===== config.mk =====
export PLATFORM = sky130hd
export DESIGN_NAME = cl_mask_filter
export DESIGN_NICKNAME = d
export VERILOG_FILES = /design/src/rtl/cl_mask_pkg.sv /design/src/rtl/cl_mask_accumulator.sv /design/src/rtl/cl_mask_filter.sv
export SDC_FILE = /design/constraint.sdc
export NUM_CORES = 1
export LEC_CHECK = 0
export ABC_CLOCK_PERIOD_IN_PS = 15400
export CORE_AREA = 10 10 51 72
export CTS_CLUSTER_SIZE = 30
export DETAILED_ROUTE_END_ITERATION = 7
export DIE_AREA = 0 0 61 82
export PLACE_DENSITY = 0.89
export REMOVE_ABC_BUFFERS = 1
export SLEW_MARGIN = 20
export SYNTH_ARGS = -nofsm -noshare
export SYNTH_HDL_FRONTEND = slang
export SYNTH_HIERARCHICAL = 1
export SYNTH_SLANG_ARGS = --single-unit

===== constraint.sdc =====
create_clock -name clock -period 15.4 [get_ports clock]
set_input_delay 1.54 -clock clock [delete_from_list [all_inputs] [get_ports clock]]
set_output_delay 1.54 -clock clock [all_outputs]
set_load 0.02 [all_outputs]

===== src/rtl/cl_mask_pkg.sv =====
// cl_mask_pkg
// Shared helpers for the sparse-operand mask filter.
//   countWidth  : width of a saturating block-element counter, clog2(T)+1
//   idxWidth    : width of a window position, clog2(W)
//   popWidth    : width of a window popcount, clog2(W)+1
//   satPopcount : number of ones in a vector, saturated at a limit
package cl_mask_pkg;

    localparam int MAX_W = 256;

    function automatic int countWidth(input int transferSize);
        return $clog2(transferSize) + 1;
    endfunction

    function automatic int idxWidth(input int windowSize);
        return $clog2(windowSize);
    endfunction

    function automatic int popWidth(input int windowSize);
        return $clog2(windowSize) + 1;
    endfunction

    function automatic int satPopcount(input logic [MAX_W-1:0] bits, input int limit);
        int total;
        total = 0;
        for (int i = 0; i < MAX_W; i++) begin
            if (bits[i] && (total < limit)) begin
                total = total + 1;
            end
        end
        return total;
    endfunction

endpackage


===== src/rtl/cl_mask_accumulator.sv =====
// cl_mask_accumulator
// Combinational saturating exclusive-prefix counter. For every window
// position i, accIndex[i] = min(popcount(effMask[i-1:0]), TRANSFER_SIZE).
// Ports:
//   effMask  in   effective mask, bits 0..W-2 (the top bit never feeds an
//                 exclusive prefix, so it is not brought in)
//   accIndex out  per-position saturated prefix count
module cl_mask_accumulator
    import cl_mask_pkg::*;
#(
    parameter int COMPRESSION_WINDOW_SIZE = 8,
    parameter int TRANSFER_SIZE = 2,
    localparam int COUNT_W = countWidth(TRANSFER_SIZE)
)(
    input  logic [COMPRESSION_WINDOW_SIZE-2:0]              effMask,
    output logic [COMPRESSION_WINDOW_SIZE-1:0][COUNT_W-1:0] accIndex
);

    localparam logic [COUNT_W-1:0] SAT = COUNT_W'(TRANSFER_SIZE);

    // Ripple chain; once the count reaches SAT it sticks, so the adder never
    // needs more than COUNT_W bits.
    always_comb begin
        accIndex = '0;
        for (int i = 1; i < COMPRESSION_WINDOW_SIZE; i++) begin
            if (accIndex[i-1] == SAT) begin
                accIndex[i] = SAT;
            end else begin
                accIndex[i] = accIndex[i-1] + COUNT_W'(effMask[i-1]);
            end
        end
    end

endmodule


===== src/rtl/cl_mask_filter.sv =====
// cl_mask_filter
// Tracks the compression-window index of one compressed operand stream and,
// per transfer block, emits a dense select mask of the block elements that
// land on mutually non-zero positions.
// Optional feature macro: CL_MASK_FILTER_POPCOUNT_EN enables the registered
// window popcount; without it pop_count is tied to 0.
// Ports:
//   clock           in   rising-edge clock
//   resetn          in   synchronous active-low reset
//   restart         in   start a new window (index forced to 0)
//   in_valid        in   transfer block presented
//   bitmask         in   operand non-zero mask (stable per window)
//   mutual_bitmask  in   positions non-zero in both operands
//   out_valid       out  registered in_valid
//   dense_bitmask   out  per-element mutual select
//   window_index    out  start position of the next block
//   window_done     out  this block exhausted the window
//   pop_count       out  popcount(bitmask)
module cl_mask_filter
    import cl_mask_pkg::*;
#(
    parameter int COMPRESSION_WINDOW_SIZE = 8,
    parameter int TRANSFER_SIZE = 2,
    localparam int COUNT_W = countWidth(TRANSFER_SIZE),
    localparam int IDX_W = idxWidth(COMPRESSION_WINDOW_SIZE),
    localparam int POP_W = popWidth(COMPRESSION_WINDOW_SIZE)
)(
    input  logic                               clock,
    input  logic                               resetn,
    input  logic                               restart,
    input  logic                               in_valid,
    input  logic [COMPRESSION_WINDOW_SIZE-1:0] bitmask,
    input  logic [COMPRESSION_WINDOW_SIZE-1:0] mutual_bitmask,
    output logic                               out_valid,
    output logic [TRANSFER_SIZE-1:0]           dense_bitmask,
    output logic [IDX_W-1:0]                   window_index,
    output logic                               window_done,
    output logic [POP_W-1:0]                   pop_count
);

    localparam int W = COMPRESSION_WINDOW_SIZE;
    localparam int T = TRANSFER_SIZE;
    localparam logic [COUNT_W-1:0] SAT = COUNT_W'(T);

    typedef logic [IDX_W:0] idx_ext_t;
    localparam idx_ext_t WIN_END = idx_ext_t'(W);

    logic [IDX_W-1:0]             startIdx;
    logic [W-1:0]                 effMask;
    logic [W-1:0][COUNT_W-1:0]    accIndex;
    logic [T-1:0]                 denseNext;
    idx_ext_t                     nextIdx;
    logic                         moreAbove;
    logic                         doneNext;

    assign startIdx = restart ? '0 : window_index;

    always_comb begin
        effMask = '0;
        for (int i = 0; i < W; i++) begin
            effMask[i] = bitmask[i] && (i >= int'(startIdx));
        end
    end

    cl_mask_accumulator #(
        .COMPRESSION_WINDOW_SIZE(W),
        .TRANSFER_SIZE(T)
    ) u_accumulator (
        .effMask(effMask[W-2:0]),
        .accIndex(accIndex)
    );

    // nextIdx ends up one past the highest in-block position because the
    // scan runs upward; an empty block leaves it at the window end.
    always_comb begin
        denseNext = '0;
        nextIdx   = WIN_END;
        moreAbove = 1'b0;
        for (int i = 0; i < W; i++) begin
            if (effMask[i] && (accIndex[i] < SAT)) begin
                for (int k = 0; k < T; k++) begin
                    if (accIndex[i] == COUNT_W'(k)) begin
                        denseNext[k] = mutual_bitmask[i];
                    end
                end
                nextIdx = idx_ext_t'(i + 1);
            end
        end
        for (int i = 0; i < W; i++) begin
            if (effMask[i] && (i >= int'(nextIdx))) begin
                moreAbove = 1'b1;
            end
        end
        doneNext = !moreAbove || (nextIdx == WIN_END);
    end

    always_ff @(posedge clock) begin
        if (!resetn) begin
            out_valid     <= 1'b0;
            dense_bitmask <= '0;
            window_index  <= '0;
            window_done   <= 1'b0;
        end else begin
            out_valid     <= in_valid;
            dense_bitmask <= in_valid ? denseNext : '0;
            window_done   <= in_valid && doneNext;
            if (in_valid) begin
                window_index <= doneNext ? '0 : nextIdx[IDX_W-1:0];
            end else if (restart) begin
                window_index <= '0;
            end
        end
    end

`ifdef CL_MASK_FILTER_POPCOUNT_EN
    always_ff @(posedge clock) begin
        if (!resetn) begin
            pop_count <= '0;
        end else begin
            pop_count <= POP_W'(satPopcount(MAX_W'(bitmask), W));
        end
    end
`else
    assign pop_count = '0;
`endif

endmodule


==> results by stage, run 1 <==
Timing:
- The worst-case setup margin in the final layout is 8.38 ns.
- Counting I/O delays and the setup requirement, the final critical path takes 7.02 ns.
- The maximum operating frequency is around 140 MHz.
- Dividing the final minimum period by the clock period gives 45.6%.
- Summed over all failing endpoints, the final setup total negative slack is 0 ns.
- In this run the tightest slew margin relative to its limit is 63.8%.
- The final setup violation count is 0.
- The clock tree skew after final layout is 0.00728 ns.
- Setup repair after global routing left no endpoint under its margin.
- The final-report max-slew violation count is 0.
- The hold violation total from the final report is 0.
- For the pin with the worst max-slew slack, the measured transition is 0.542 ns.
- Hold is met by 0.622 ns.

Setup path:
- Counting cells, the worst reg-to-reg path comes to 21.
- For the worst setup path, the data required time is 15.54 ns.
- The endpoint identified for the worst register-to-register timing path is window_done.
- The worst setup path is captured at a flop.
- The cell with the biggest individual delay on the critical path is sky130_fd_sc_hd__clkdlybuf4s50_1.
- At the worst endpoint, the arrival time is 7.17 ns.
- On the critical path the largest part of the delay comes from simple AND/OR/NAND/NOR gates.
- The worst flop-to-flop path startpoint is window_index[2].
- The type of the setup path with the least slack is input port to flop.
- For this run, the slowest stage of the critical path takes 0.62 ns.
- The highest net fanout along the worst path is 9.
- The signal on the critical path passes through clkdlybuf4s50_1 -> nor2_1 -> nor2b_1 -> fa_1 -> nor2b_1 -> ha_1 -> nor2b_1 -> ha_1 -> o21a_1 -> ha_1 -> inv_1 -> a2111oi_4 -> ha_1 -> nand2_1 -> mux2_4 -> nor2b_1 -> a21oi_1 -> a41o_1 -> a21oi_1 -> nor3_2 -> nor3b_2.
- The worst setup path is launched from an input port.
- The worst path buffer plus inverter count is 2.
- The register-to-register setup slack is around 9.7 ns.

Clocking:
- The root buffer cell chosen for the clock tree is sky130_fd_sc_hd__clkbuf_4.
- The clock passes through at most 2 buffers.
- The CTS tree is yes.
- The count of hold buffers inserted by post-cts repair is 0.
- After clock tree synthesis, the clock-pin slew on the worst setup and hold paths is 0.05 ns.
- CTS built an H-tree with a depth of 1.
- The number of buffers created by CTS is 3.
- At the later pin of the worst-skew pair, clock insertion delay measures 0.26 ns.
- In this run, post-CTS repair resized a total of 0 instances.
- The clock drives 7 sinks.
- The number of setup buffers added after CTS is 0.

GRT:
- The global-route wire length before repair is 5.66 mm.
- The total grt overflow is 0.
- The via count of the first global-routing pass is 1343.
- The total track usage is 14.3%.
- Entering global routing, the biggest net connects 10 pins.
- The number of antenna violations at the first check in global routing is 0.

Place:
- Summing all placed instances gives a cell area of 1450 µm².
- Input and output buffers added on the ports amount to 26.
- The detailed placer's ending HPWL is roughly 2.7 mm.
- The worst setup slack after placement is approximately 8.1 ns.
- Routability-driven placement finished with a final weighted congestion of 0.946.

Detailed routing:
- The number of DRC markers in iteration 0 is roughly 50.
- The number of vias per cell after detailed routing is between 6 and 7.
- The average wire per standard cell is 15.7 µm.
- The first detailed-routing pass took 4 iterations.
- The number of remaining DRC errors is 0.
- Detailed routing inserted a total of roughly 1300 vias.
- The antenna violation net count after detailed routing is 0.
- The routed wire length is 3.27 mm.

Synthesis:
- In this run the biggest area consumer among cell types represents 11.5% of the synthesized area.
- The count of distinct cell types in the synthesized netlist is 56.
- Yosys mapped a number of flops with a built-in enable equal to 0.
- The share of the yosys chip area belonging to registers is 11.5%.
- After synthesis, the share of flip-flops with an asynchronous set or reset is 0%.
- For this run, the number of Yosys warnings is 6.
- The average cell area after synthesis is 7.62 µm².
- By area the synthesized netlist is led by sky130_fd_sc_hd__dfxtp_1, sky130_fd_sc_hd__buf_4, sky130_fd_sc_hd__ha_1.
- The register bit count reported by yosys is 7.
- The synthesized area is 1220 µm².
- In the synthesized netlist, the number of instances is 160.
- The most instantiated flip-flop cell in the synthesis netlist is sky130_fd_sc_hd__dfxtp_1.
- Of all cell types, the one taking the most synthesized area is sky130_fd_sc_hd__dfxtp_1.

Floorplan:
- The die boundary width is 61 µm.
- Measured along the y axis, the die boundary spans just over 80 µm.
- The overall die area is 5000 µm².
- Row generation in the floorplan step produced 22 rows.
- For this design the top-level I/O count stands at 31.
- The initial core utilization is 50.3%.
- The region available for standard cell placement spans 2420 µm².

Flow run:
- The number of max-capacitance violations reported is 0.

Finish:
- For this run, the share of the core covered by cells in the final layout is 60.9%.
- The repair_antennas step left the layout with diodes totalling 0.
- In the final design database the tool counted 212 nets.
- The area of the multi-input gates is 970 µm².
- The sequential standard cell area is 140 µm².
- The cell area after layout is 1480 µm².
- In the final layout, the share of cells above drive strength 1 is 12.0%.
- In the layout the commonest cells are sky130_fd_sc_hd__clkdlybuf4s50_1, sky130_fd_sc_hd__nor2_1, sky130_fd_sc_hd__inv_1.
- The commonest non-fill, non-tap cell in the layout is sky130_fd_sc_hd__clkdlybuf4s50_1.
- The layout has 237 filler cells.
- From synthesis to final layout, the design area changed by 21.0%.

Power:
- IR analysis of the VDD net gives a maximum drop of between 0.09 and 0.1 mV.
- The cell area power density is 105 nW/µm².
- The reported leakage power is roughly 0.00058 µW.

Min path:
- The origin of the worst min-delay path is window_index[1].
- The worst hold-check path type is flop to flop.
- The hold-critical path endpoint is window_index[1].
- The worst hold path depth is 2.

Status:
- The flow ran to the end, and the final reports show no timing, DRC or antenna violations.
-- through the flow --
step           instances  power, µW
2_1_floorplan        154        108
3_3_place_gp         204        134
3_5_place_dp         204        137
4_1_cts              208        155
5_1_grt              208        170
6_report             208        155
-- worst max-delay path by stage --
stage | start | end | slack [ns] | depth (start not counted)
finish | restart | window_done | 8.38 | 21
detailed placement | restart | window_done | 8.12 | 21
global route | restart | window_done | 7.96 | 21
floorplan | restart | window_done | 9.43 | 20
CTS | restart | window_done | 8.40 | 21
global placement | restart | window_done | 8.27 | 21
-- final cells by class --
class                   instances  area share (%)
clock buffers                   4            1.78
inverters                      13            3.31
multi-input cells             134            65.7
flip-flops and latches          7            9.50
well taps                      24            2.04
repair buffers                 26            17.6
-- synth_stat cells (2+ instances only) --
cell type / count
sky130_fd_sc_hd__o21ai_0: 5
sky130_fd_sc_hd__o2111a_1: 2
sky130_fd_sc_hd__inv_1: 13
sky130_fd_sc_hd__o21ai_2: 2
sky130_fd_sc_hd__buf_4: 10
sky130_fd_sc_hd__a41oi_1: 2
sky130_fd_sc_hd__a211oi_1: 2
sky130_fd_sc_hd__ha_1: 6
sky130_fd_sc_hd__and4_1: 2
sky130_fd_sc_hd__conb_1: 2
sky130_fd_sc_hd__nand4_1: 2
sky130_fd_sc_hd__o211ai_1: 2
sky130_fd_sc_hd__nand3b_1: 2
sky130_fd_sc_hd__o21a_1: 4
sky130_fd_sc_hd__and2_1: 5
sky130_fd_sc_hd__nand2b_1: 2
sky130_fd_sc_hd__dfxtp_1: 7
sky130_fd_sc_hd__a21oi_1: 11
sky130_fd_sc_hd__nor2_1: 13
sky130_fd_sc_hd__nand3_1: 6
sky130_fd_sc_hd__o22ai_1: 2
sky130_fd_sc_hd__nor3b_2: 2
sky130_fd_sc_hd__o31ai_1: 2
sky130_fd_sc_hd__nor2b_1: 8
sky130_fd_sc_hd__nand3b_2: 2
sky130_fd_sc_hd__nand2_1: 10
sky130_fd_sc_hd__o21ai_1: 2
sky130_fd_sc_hd__nor3_1: 4
-- state kept, by name, indices dropped and copies added, names as in the netlist --
| register | flops |
|---|---|
| window_index | 3 |
| out_valid | 1 |
| dense_bitmask | 2 |
| window_done | 1 |
-- cell families (layout without fill, tap and decap cells) --
group           count (synthesis)  count (layout)  share of synthesized area, %
simple gates                   65              65                          31.9
flops                           7               7                          11.5
mux                             2               2                          2.05
fa+ha+maj                       7               7                          7.80
compound gates                 53              53                          35.6
buf+inv                        24              43                          10.5
other cells                     2               7                         0.616
-- power by group --
group / switching [µW] / internal (µW)
combinational: 65.7 / 47.2
clock: 7.52 / 9.94
sequential: 3.23 / 21.2
total: 76.5 / 78.4
-- worst min-delay path, delay by kind of cell, from the launching register on --
kind               cells  cell delay (ns)
AOI/OAI and AO/OA      1             0.06
DFF                    1             0.38
and+or+nand+nor        1             0.14
-- metal layers --
layer	track usage [%]	routed length, µm	part of all wire, %	up-vias
met5	0	0	0	-
li1	-	-	-	632
met3	4.94	227	6.9	10
met4	7.71	104	3.2	0
met2	24.9	1690	52	41
met1	14.1	1250	38	588
Power figures use the tool's default switching activity.
==> inputs of run 2 (changes only) <==
ABC_CLOCK_PERIOD_IN_PS = 5700   (was 15400)
CORE_AREA = 10 10 54 77   (was 10 10 51 72)
DIE_AREA = 0 0 64 87   (was 0 0 61 82)
PLACE_DENSITY = 0.82   (was 0.89)
clock period = 5.7 ns   (was 15.4 ns; I/O delays follow)
==> results by stage, run 2 (synthesis gave the netlist of run 1 again) <==
Flow run:
- The number of max-capacitance violations reported came to 0 (unchanged).

Timing:
- Based on the critical path, the design can be clocked at up to 187 MHz.
- Setup repair after global routing left no endpoint under its margin.
- The final-report max-slew violation count is 0 (unchanged).
- The fraction of the cycle the final worst path needs is 93.8%.
- The clock tree skew after final layout is 0.00156 ns (-0.00572 ns).
- The final setup violation count is 0 (unchanged).
- The routed design could run at a clock period as short as about 5.3 ns.
- The worst-case setup margin in the final layout was 0.353 ns (-8.02 ns).
- The hold violation total from the final report came to 0 (unchanged).
- The sum of negative setup slack is 0 ns (unchanged).

Min path:
- The worst hold-check path type is flop to flop.

Finish:
- The final instance count without filler cells is 227 (+9.1%).
- The area of the multi-input gates is 972 µm² (+0.26%).
- The share of cells above drive strength 1 is 14.4% (+2.4 points).
- The final-layout fill cell count was 277 (+17%).
- The library cell used most frequently in the layout, excluding fill and tap cells, is sky130_fd_sc_hd__clkdlybuf4s50_1.
- The final-stage net count came to 216 (+1.9%).
- The post-synthesis to final-layout area growth is 26.8%.
- The register with the most flip-flops is window_index.
- The sequential standard cell area is 140 µm² (unchanged).
- The number of flip-flops under the largest register name is 3 (unchanged).
- The antenna diode count is 0 (unchanged).
- The largest registers in the layout are window_index: 3 flops, dense_bitmask: 2 flops.
- In the layout the commonest cells are sky130_fd_sc_hd__clkdlybuf4s50_1, sky130_fd_sc_hd__nor2_1, sky130_fd_sc_hd__inv_1.

Clocking:
- The clock insertion delay at the later pin of the skew report came to 0.23 ns (-0.03 ns).
- The count of hold buffers inserted by post-cts repair is 0 (unchanged).
- The number of buffers created by CTS was 3 (unchanged).
- The CTS tree is yes.
- The clock net sink count is 7 (unchanged).
- Clock tree synthesis selected as its root buffer the cell sky130_fd_sc_hd__clkbuf_8.
- The post-CTS clock slew at the launch and capture registers of the worst setup and hold paths is 0.04 ns (about the same).
- The clock tree buffer depth came to 2 (unchanged).
- The H-tree depth reported by CTS was 1 (unchanged).

Place:
- The port buffer count is 26 (unchanged).
- The worst setup slack after placement is 0.113 ns (-8.00 ns).
- The placed cell count was 223 (+9.3%).
- The detailed placer's ending HPWL was 2.78 mm (+1.8%).
- The routability congestion estimate is 0.956 (+1.1%).

Detailed routing:
- The total number of vias came to 1261 (-0.79%).
- The number of DRC markers in iteration 0 is 53 (+8.2%).
- The antenna violation net count after detailed routing is 0 (unchanged).
- The total iterations of the first detailed-routing run is 4 (unchanged).
- The average wire per standard cell is 14.5 µm (-7.9%).
- The routed wire length was 3.29 mm (+0.46%).
- The number of remaining DRC errors is 0 (unchanged).
- The number of vias per cell after detailed routing is 5.56 (-9.1%).

Power:
- The reported leakage power is 0.000608 µW (+5.0%).
- The maximum resistive drop on vdd came to 0.184 mV (+100%).
- The cell area power density came to 295 nW/µm² (+180%).

Floorplan:
- The number of top-level pins was 31 (unchanged).
- The core area is 2850 µm² (+18%).
- The initial core utilization is 42.7% (-7.6 points).
- The die boundary width is 64 µm (+4.9%).
- The overall die area is 5570 µm² (+11%).
- The number of standard-cell rows in the floorplan is 24 (+9.1%).
- The die boundary height came to 87 µm (+6.1%).

Setup path:
- STA classifies the critical path endpoint as a flop.
- Grouping stages by cell kind, the critical path spends the most delay in adder cells.
- The cell with the most instances on the worst path is sky130_fd_sc_hd__ha_1.
- The delay of the slowest cell on the worst path is 0.54 ns (-0.08 ns).
- The critical path startpoint category is an input port.
- The critical path required time is 5.81 ns (-9.73 ns).
- The data arrival time of the worst path is 5.46 ns (-1.71 ns).
- The highest net fanout along the worst path is 9 (unchanged).
- Walking the worst path, the cells encountered are clkdlybuf4s50_1 -> o21bai_1 -> and2_1 -> fa_1 -> nor2b_1 -> ha_1 -> nor2b_2 -> ha_1 -> o21a_1 -> ha_1 -> mux2i_1 -> a22oi_2 -> mux2_4 -> nor2b_1 -> buf_4 -> a21oi_1 -> a41o_1 -> a21oi_1 -> nor3_2 -> nor3b_2.
- The cell with the biggest individual delay on the critical path is sky130_fd_sc_hd__clkdlybuf4s50_1.
- The setup path with the least slack is of type input port to flop.
- The worst path buffer plus inverter count is 2 (unchanged).

GRT:
- The pin count of the biggest net entering global routing is 10 (unchanged).
- The total grt overflow is 0 (unchanged).
- The total track usage is 12.0% (-2.2 points).
- The global-route wire length before repair was 5.60 mm (-1.1%).
- The number of antenna violations at the first check in global routing was 0 (unchanged).
- The via count of the first global-routing pass is 1339 (-0.30%).

Status:
- The flow ran to the end, and the final reports show no timing, DRC or antenna violations.
[run 2: area by class of cell]
type	instances	share of cell area, %
clock buffer	4	2.91
tap	39	3.16
multi-input combinational	134	62.9
sequential	7	9.07
inverter	13	3.16
timing repair buffer	30	18.8
[run 2: final timing paths]
| kind | start | end | slack (ns) | depth (start not counted) |
|---|---|---|---|---|
| min | window_index[1] | window_index[1] | 0.63 | 2 |
| max | restart | window_done | 0.35 | 20 |
| max reg2reg | window_index[2] | window_done | 0.87 | 22 |
| min reg2reg | window_index[1] | window_index[1] | 0.63 | 2 |
[run 2: tightest hold or removal path: stages (launching register included)]
cell	delay (ns)
sky130_fd_sc_hd__dfxtp_1	0.37
sky130_fd_sc_hd__nand4_1	0.14
sky130_fd_sc_hd__o31ai_2	0.07
[run 2: report_power, final]
part | internal (µW) | total [µW] | switching (µW)
combinational | 138 | 321 | 183
clock | 48.3 | 69.3 | 21.0
sequential | 57.5 | 65.7 | 8.19
[run 2: routing by layer]
metal | wire length, µm | track usage [%] | vias up
met5 | 0 | 0 | -
met4 | 109 | 6.19 | 0
met2 | 1700 | 22.1 | 37
li1 | - | - | 637
met3 | 165 | 3.35 | 12
met1 | 1310 | 11.9 | 575
[run 2: what timing repair did]
action	CTS	global route
setup endpoints to repair	0	3
resized for setup	0	1
buffers inserted	0	0
[run 2: per-stage QoR]
stage / hold WS (ns) / utilization, % / power (µW) / cell area (µm²)
2_1_floorplan: 0.651 / - / 291 / 1160
3_3_place_gp: 0.633 / 52.5 / 375 / 1500
3_5_place_dp: 0.620 / 52.5 / 381 / 1500
4_1_cts: 0.624 / 54.1 / 454 / 1540
5_1_grt: 0.680 / 54.2 / 495 / 1550
6_report: 0.629 / 54.2 / 456 / 1550
